===== config.mk =====
export PLATFORM = sky130hd
export DESIGN_NAME = univ_shift_reg
export DESIGN_NICKNAME = d
export VERILOG_FILES = /design/src/rtl/univ_shift_reg.sv
export SDC_FILE = /design/constraint.sdc
export NUM_CORES = 1
export LEC_CHECK = 0
export ABC_AREA = 0
export ABC_CLOCK_PERIOD_IN_PS = 3000
export BUFFER_PORTS_ARGS = -buffer_cell sky130_fd_sc_hd__buf_4
export CAP_MARGIN = 20
export CORE_MARGIN = 10
export CORE_UTILIZATION = 35
export DETAILED_ROUTE_END_ITERATION = 8
export PLACE_DENSITY_LB_ADDON = 0.25
export SYNTH_ARGS = -nofsm -noshare
export SYNTH_HDL_FRONTEND = slang
export SYNTH_SLANG_ARGS = --single-unit

===== constraint.sdc =====
create_clock -name clk -period 3 [get_ports clk]
set_input_delay 0.6 -clock clk [delete_from_list [all_inputs] [get_ports clk]]
set_output_delay 0.6 -clock clk [all_outputs]
set_load 0.005 [all_outputs]

===== src/rtl/univ_shift_reg.sv =====
// Universal shift register: hold, shift, arithmetic shift, rotate, load and clear.
// Runs either one operation per clock (free-running) or as a counted multi-step
// operation started by start/amt and reported through busy/done.
module univ_shift_reg #(
   parameter int WIDTH = 8,
   parameter int AMT_W = 4
) (
   input  logic             clk,
   input  logic             rst,
   input  logic [2:0]       mode,
   input  logic             ser_in_l,
   input  logic             ser_in_r,
   input  logic [WIDTH-1:0] par_in,
   input  logic             start,
   input  logic [AMT_W-1:0] amt,
   output logic [WIDTH-1:0] q,
   output logic [WIDTH-1:0] qn,
   output logic             ser_out_l,
   output logic             ser_out_r,
   output logic             busy,
   output logic             done
);

   typedef enum logic [2:0] {
      OP_HOLD  = 3'b000,
      OP_SHL   = 3'b001,
      OP_SHR   = 3'b010,
      OP_LOAD  = 3'b011,
      OP_ROTL  = 3'b100,
      OP_ROTR  = 3'b101,
      OP_ASR   = 3'b110,
      OP_CLEAR = 3'b111
   } op_e;

   typedef enum logic {
      IDLE = 1'b0,
      RUN  = 1'b1
   } state_e;

   logic [WIDTH-1:0] q_q, q_d;
   logic [AMT_W-1:0] rem_q, rem_d;
   op_e              op_q, op_d;
   state_e           state_q, state_d;
   logic             done_q, done_d;

   // One step of the selected operation applied to the current contents.
   function automatic logic [WIDTH-1:0] step_fn(
      input op_e              op,
      input logic [WIDTH-1:0] cur,
      input logic             sl,
      input logic             sr,
      input logic [WIDTH-1:0] par
   );
      logic [WIDTH-1:0] r;
      r = cur;
      case (op)
         OP_HOLD:  r = cur;
         OP_SHL:   r = {cur[WIDTH-2:0], sr};
         OP_SHR:   r = {sl, cur[WIDTH-1:1]};
         OP_LOAD:  r = par;
         OP_ROTL:  r = {cur[WIDTH-2:0], cur[WIDTH-1]};
         OP_ROTR:  r = {cur[0], cur[WIDTH-1:1]};
         OP_ASR:   r = {cur[WIDTH-1], cur[WIDTH-1:1]};
         OP_CLEAR: r = '0;
         default:  r = cur;
      endcase
      return r;
   endfunction

   // Next-state logic: free-running steps, counted-operation launch and RUN stepping.
   always_comb begin
      q_d     = q_q;
      rem_d   = rem_q;
      op_d    = op_q;
      state_d = state_q;
      done_d  = 1'b0;
      case (state_q)
         IDLE: begin
            if (start) begin
               op_d = op_e'(mode);
               if (amt == '0) begin
                  done_d = 1'b1;
               end else if (op_e'(mode) == OP_HOLD || op_e'(mode) == OP_LOAD ||
                            op_e'(mode) == OP_CLEAR) begin
                  // Non-shifting ops are idempotent, so they finish in one edge.
                  q_d    = step_fn(op_e'(mode), q_q, ser_in_l, ser_in_r, par_in);
                  done_d = 1'b1;
               end else begin
                  q_d   = step_fn(op_e'(mode), q_q, ser_in_l, ser_in_r, par_in);
                  rem_d = amt - AMT_W'(1);
                  if (amt == AMT_W'(1)) begin
                     done_d = 1'b1;
                  end else begin
                     state_d = RUN;
                  end
               end
            end else begin
               q_d = step_fn(op_e'(mode), q_q, ser_in_l, ser_in_r, par_in);
            end
         end
         RUN: begin
            q_d   = step_fn(op_q, q_q, ser_in_l, ser_in_r, par_in);
            rem_d = rem_q - AMT_W'(1);
            if (rem_q == AMT_W'(1)) begin
               state_d = IDLE;
               done_d  = 1'b1;
            end
         end
         default: state_d = IDLE;
      endcase
   end

   // State registers with synchronous reset taking priority over everything.
   always_ff @(posedge clk) begin
      if (rst) begin
         q_q     <= '0;
         rem_q   <= '0;
         op_q    <= OP_HOLD;
         state_q <= IDLE;
         done_q  <= 1'b0;
      end else begin
         q_q     <= q_d;
         rem_q   <= rem_d;
         op_q    <= op_d;
         state_q <= state_d;
         done_q  <= done_d;
      end
   end

   // Outputs derived purely from registered state.
   always_comb begin
      q         = q_q;
      qn        = ~q_q;
      ser_out_l = q_q[WIDTH-1];
      ser_out_r = q_q[0];
      busy      = (state_q == RUN);
      done      = done_q;
   end

endmodule

# Yosys cells after proc, flatten, opt, wreduce, memory -nomap -nowiden
# Cells that the tools add are included.
word_totals:
  register_bits: 17
  inputBits: 20
  output_inout_bits: 20
op_classes:
  addsub: 2
  n_eq_ne: 22
  muxes: 21
  bitwise: 2
  reduce_logical: 9
op_table:
  columns: ["operator", "count"]
  rows:
  - ["case mux 8 bit (8 select lines)", 1]
  - ["case mux 8 bit (7 select lines)", 1]
  - ["equality test 3 bit, second input constant", 8]
  - ["two-way mux 8 bit", 2]
  - ["case mux 8 bit (2 select lines)", 1]
  - ["equality test 3 x 2 -> 1 bit, second input constant", 4]
  - ["two-way mux 4 bit", 3]
  - ["two-way mux 1 bit", 10]
  - ["!= test 2 bit, second input constant", 5]
  - ["equality test 4 x 1 -> 1 bit, second input constant", 2]
  - ["inverter 8 bit", 1]
  - ["case mux 4 bit (2 select lines)", 1]
  - ["subtractor 4 x 1 -> 4 bit, second input constant", 2]
  - ["equality test 3 x 1 -> 1 bit, second input constant", 2]
  - ["zero test 3 bit", 2]
  - ["AND reduction 3 bit", 2]
  - ["zero test 4 bit", 1]
  - ["case mux 1 bit (2 select lines)", 2]
  - ["AND reduction 2 bit", 2]
  - ["!= test 3 bit, second input constant", 1]
  - ["logical OR 1 bit", 2]
  - ["inverter 1 bit", 1]

# Depth between registers and ports, before layout
depth:
  ltp_word: 7
  ltp_mapped: 6
  mapped_depth_nobuf: 6

# Least setup slack after synthesis
# No wires, ideal clock.
synth_path:
  kind: "input to register"
  start: "input port amt[1]"
  end: "register rem_q[0]"
  setup_time_ns: 0.119
  arrival_ns: 1.823
  path_slack_ns: 1.058
  stages: 6
  cell_sequence: "inv_1 ha_1 or3b_4 a41oi_4 o21ai_1 o221a_1"
synth_via:
  elab_chain_cells: 3
synth_rtl:
  columns: ["element", "line", "rtl"]
  rows:
  - ["from (decl)", "15", "input logic [AMT_W-1:0] amt,"]
  - ["zero test 4 bit", "81", "if (amt == '0) begin"]
  - ["!= test 2 bit (no line)", null, null]
  - ["AND reduction 3 bit (no line)", null, null]
  - ["to (signal assigned)", "123", "rem_q <= rem_d;"]
  - ["to (decl)", "41", "logic [AMT_W-1:0] rem_q, rem_d;"]
# Every way passes these cells.
# A chain may end at the register's enable or synchronous reset.

# Worst setup path after layout
layout_path:
  start: "input port amt[1]"
  end: "register q_q[6] (netlist: q[6])"
layout_via:
  elab_chain_cells: 3
layout_rtl:
  columns: ["element", "line", "rtl"]
  rows:
  - ["zero test 4 bit", "81", null]
  - ["!= test 3 bit (no line)", null, null]
  - ["AND reduction 2 bit (no line)", null, null]
  - ["to (signal assigned)", "122", "q_q <= q_d;"]
  - ["to (decl)", "40", "logic [WIDTH-1:0] q_q, q_d;"]
# Every way passes these cells.

==> metrics <==
syn nets=211; Pins Over Slew Limit=0; prevailing post-synth register cell=dfxtp_1; most common cell in the netlist=nor2_1; grt ovf=0; via count=1533; fin nets=242; # hold bufs at CTS=0; first-pass GRT wire length=7420 um; Final setup viols=0; final design instance area without fill=0.00183 mm^2; post-synth cell types=51; unrepaired setup endpoints after global routing=false; largest area contributor in the netlist=dfxtp_1; initial core utilization=36.7%; Post-DP Area=0.00178 mm^2; Final Util=44.8%; hold path cells=2; vias in the first global route=1509; min Tclk post-route=1910 ps; Worst setup SP type=input port; Post-CTS Setup Bufs=0; Pleak=0.783 nW; fillcell total=426; total CTS buffers=3; status=completed; Die W=85.5 um; Max-Cap Viols=0; clock latency on the worst-skew pair=260 ps; asr flop ratio synth=0%; chip height=85.5 um; final WL=4350 um; initial antenna violation count=0; maximum VDD drop=0.254 mV; CTS tree=built; initial DRC count=90; CTS resizes=0; crit path max fanout=6; RR Endpoint=q[6]$_SDFFE_PP0P_; pwr/cell area=394 mW/mm^2; Slew @ Worst Pin=517 ps; Mean Syn Cell Area=8.07 um^2; Sum Neg Setup Slack=0 ps; worst flop-to-flop path startpoint=busy$_SDFF_PP0_; Final GP Congestion=0.784; vias per cell=5.76; Routed Antenna Nets=0; full die area=0.00731 mm^2; # DRC=0; Pre-antenna DRT Iters=5; Hold/Removal Path Class=reg2reg; Root Buffer=clkbuf_8; Cell Area, Synth=0.00150 mm^2; crit share post-route=63.6%; maximum clock frequency=0.524 GHz; largest net degree at the start of global routing=16; Final Hold Fails=0; Site Rows=23; synth top area cells=dfxtp_1 (23%), a22oi_1 (8.0%), nor2_1 (4.7%); port buffer count=39; Area growth syn-to-layout=21.9%; R2R setup slack=1190 ps; hold endpoint=rem_q[3]$_SDFFE_PP0P_; Crit. End Element=flop; area share of the largest cell type after synthesis=22.7%; DP Wirelength=3210 um; htree depth=1; clk_skew=4.29 ps; hold path startpoint=rem_q[3]$_SDFFE_PP0P_; number of synthesized flops with an enable pin=0; synth cell count leaders=nor2_1 (19), dfxtp_1 (17), inv_1 (17), a22oi_1 (16); boundary pin count=40; Mapped Cells=186; CP Data Required Time=3210 ps; core area=0.00409 mm^2; Synth warnings=0; share of layout cells above drive strength 1=25.0%; drt wl/cell=16.3 um; maximum root-to-sink buffer count=2; reg2reg path depth=4; Max transition margin=65.4%; multi-input combinational cell area=0.00101 mm^2; Sink Count=17; crit path kind=in2reg; CTS clock-pin slew for the worst setup and hold paths=80 ps; ANT cells=0; Storage cell area=340 um^2; gr usage total=11.8%; Synth Register Bits=17; Seq/Total Area, Yosys=22.7%; CP arrival=2120 ps
cells by family (layout without fill, tap and decap cells):
logic type | after synthesis | in the layout | share of synthesized area (%)
compound gates | 65 | 65 | 34.4
buf+inv | 33 | 63 | 10.3
xor+xnor | 3 | 3 | 1.75
mux | 6 | 6 | 4.08
flops | 17 | 17 | 22.7
simple gates | 57 | 57 | 22.6
fa+ha+maj | 5 | 5 | 4.17
layout by cell type, fill, tap and decap left out, types with 3 or more instances in the layout:
cell / netlist / final
a221oi_1: 8 / 8
dfxtp_1: 17 / 17
nand2_1: 4 / 4
nor2_1: 19 / 19
a22o_1: 5 / 5
o21ai_0: 5 / 5
mux2i_1: 5 / 5
o21ai_1: 4 / 4
a21oi_1: 4 / 4
nor2b_1: 8 / 8
nor3_1: 7 / 7
buf_4: 5 / 41
clkbuf_8: 0 / 3
ha_1: 5 / 5
and3b_1: 8 / 8
inv_1: 17 / 17
a22oi_1: 16 / 16
critical path, stage by stage:
cell,delay (ps)
buf_4,110
inv_1,80
ha_1,180
nor3b_1,290
a211oi_1,160
nor2_1,450
a22o_1,230
power by group:
part	internal (mW)	switching, mW	total, mW
logic	0.127	0.124	0.251
registers	0.247	0.0378	0.285
clock network	0.0927	0.0930	0.186
routing by layer:
metal | vias to the layer above | wire, um | GRT usage (%)
met4 | 0 | 39 | 2.84
met3 | 5 | 238 | 3.69
met1 | 721 | 2080 | 14.9
met2 | 43 | 1990 | 19.0
met5 | - | 0 | 0
li1 | 764 | - | -
registers in the layout (all words and copies together) (netlist names):
register / flops
rem_q: 4
op_q: 3
q: 8
done: 1
busy: 1
layout make-up:
cell class | instances | area share, %
clock buffer | 3 | 2.26
sequential | 17 | 18.6
tap | 50 | 3.42
timing repair buffer | 41 | 16.8
inverter | 18 | 3.69
clock inverter | 1 | 0.273
multi-input combinational | 136 | 55.0
stage by stage:
stage	hold slack [ps]	std cells	power [mW]	worst slack (ps)
final	479	266	0.722	1090
after global routing	521	266	0.773	1030
after CTS	486	266	0.729	1110
after detailed placement	472	262	0.543	827
after global placement	466	262	0.542	841
after floorplan	441	186	0.447	1060
worst max path at each step:
| stage | start | endpoint | slack, ps | cells past startpoint |
|---|---|---|---|---|
| final | amt[1] | q[6]$_SDFFE_PP0P_ | 1090 | 7 |
| after global placement | amt[1] | rem_q[0]$_SDFFE_PP0P_ | 840 | 7 |
| after CTS | amt[1] | rem_q[0]$_SDFFE_PP0P_ | 1110 | 7 |
| after floorplan | amt[1] | rem_q[0]$_SDFFE_PP0P_ | 1060 | 6 |
| after detailed placement | amt[1] | rem_q[0]$_SDFFE_PP0P_ | 830 | 7 |
| after global routing | amt[1] | q[2]$_SDFFE_PP0P_ | 1030 | 7 |
Power figures use the tool's default switching activity.
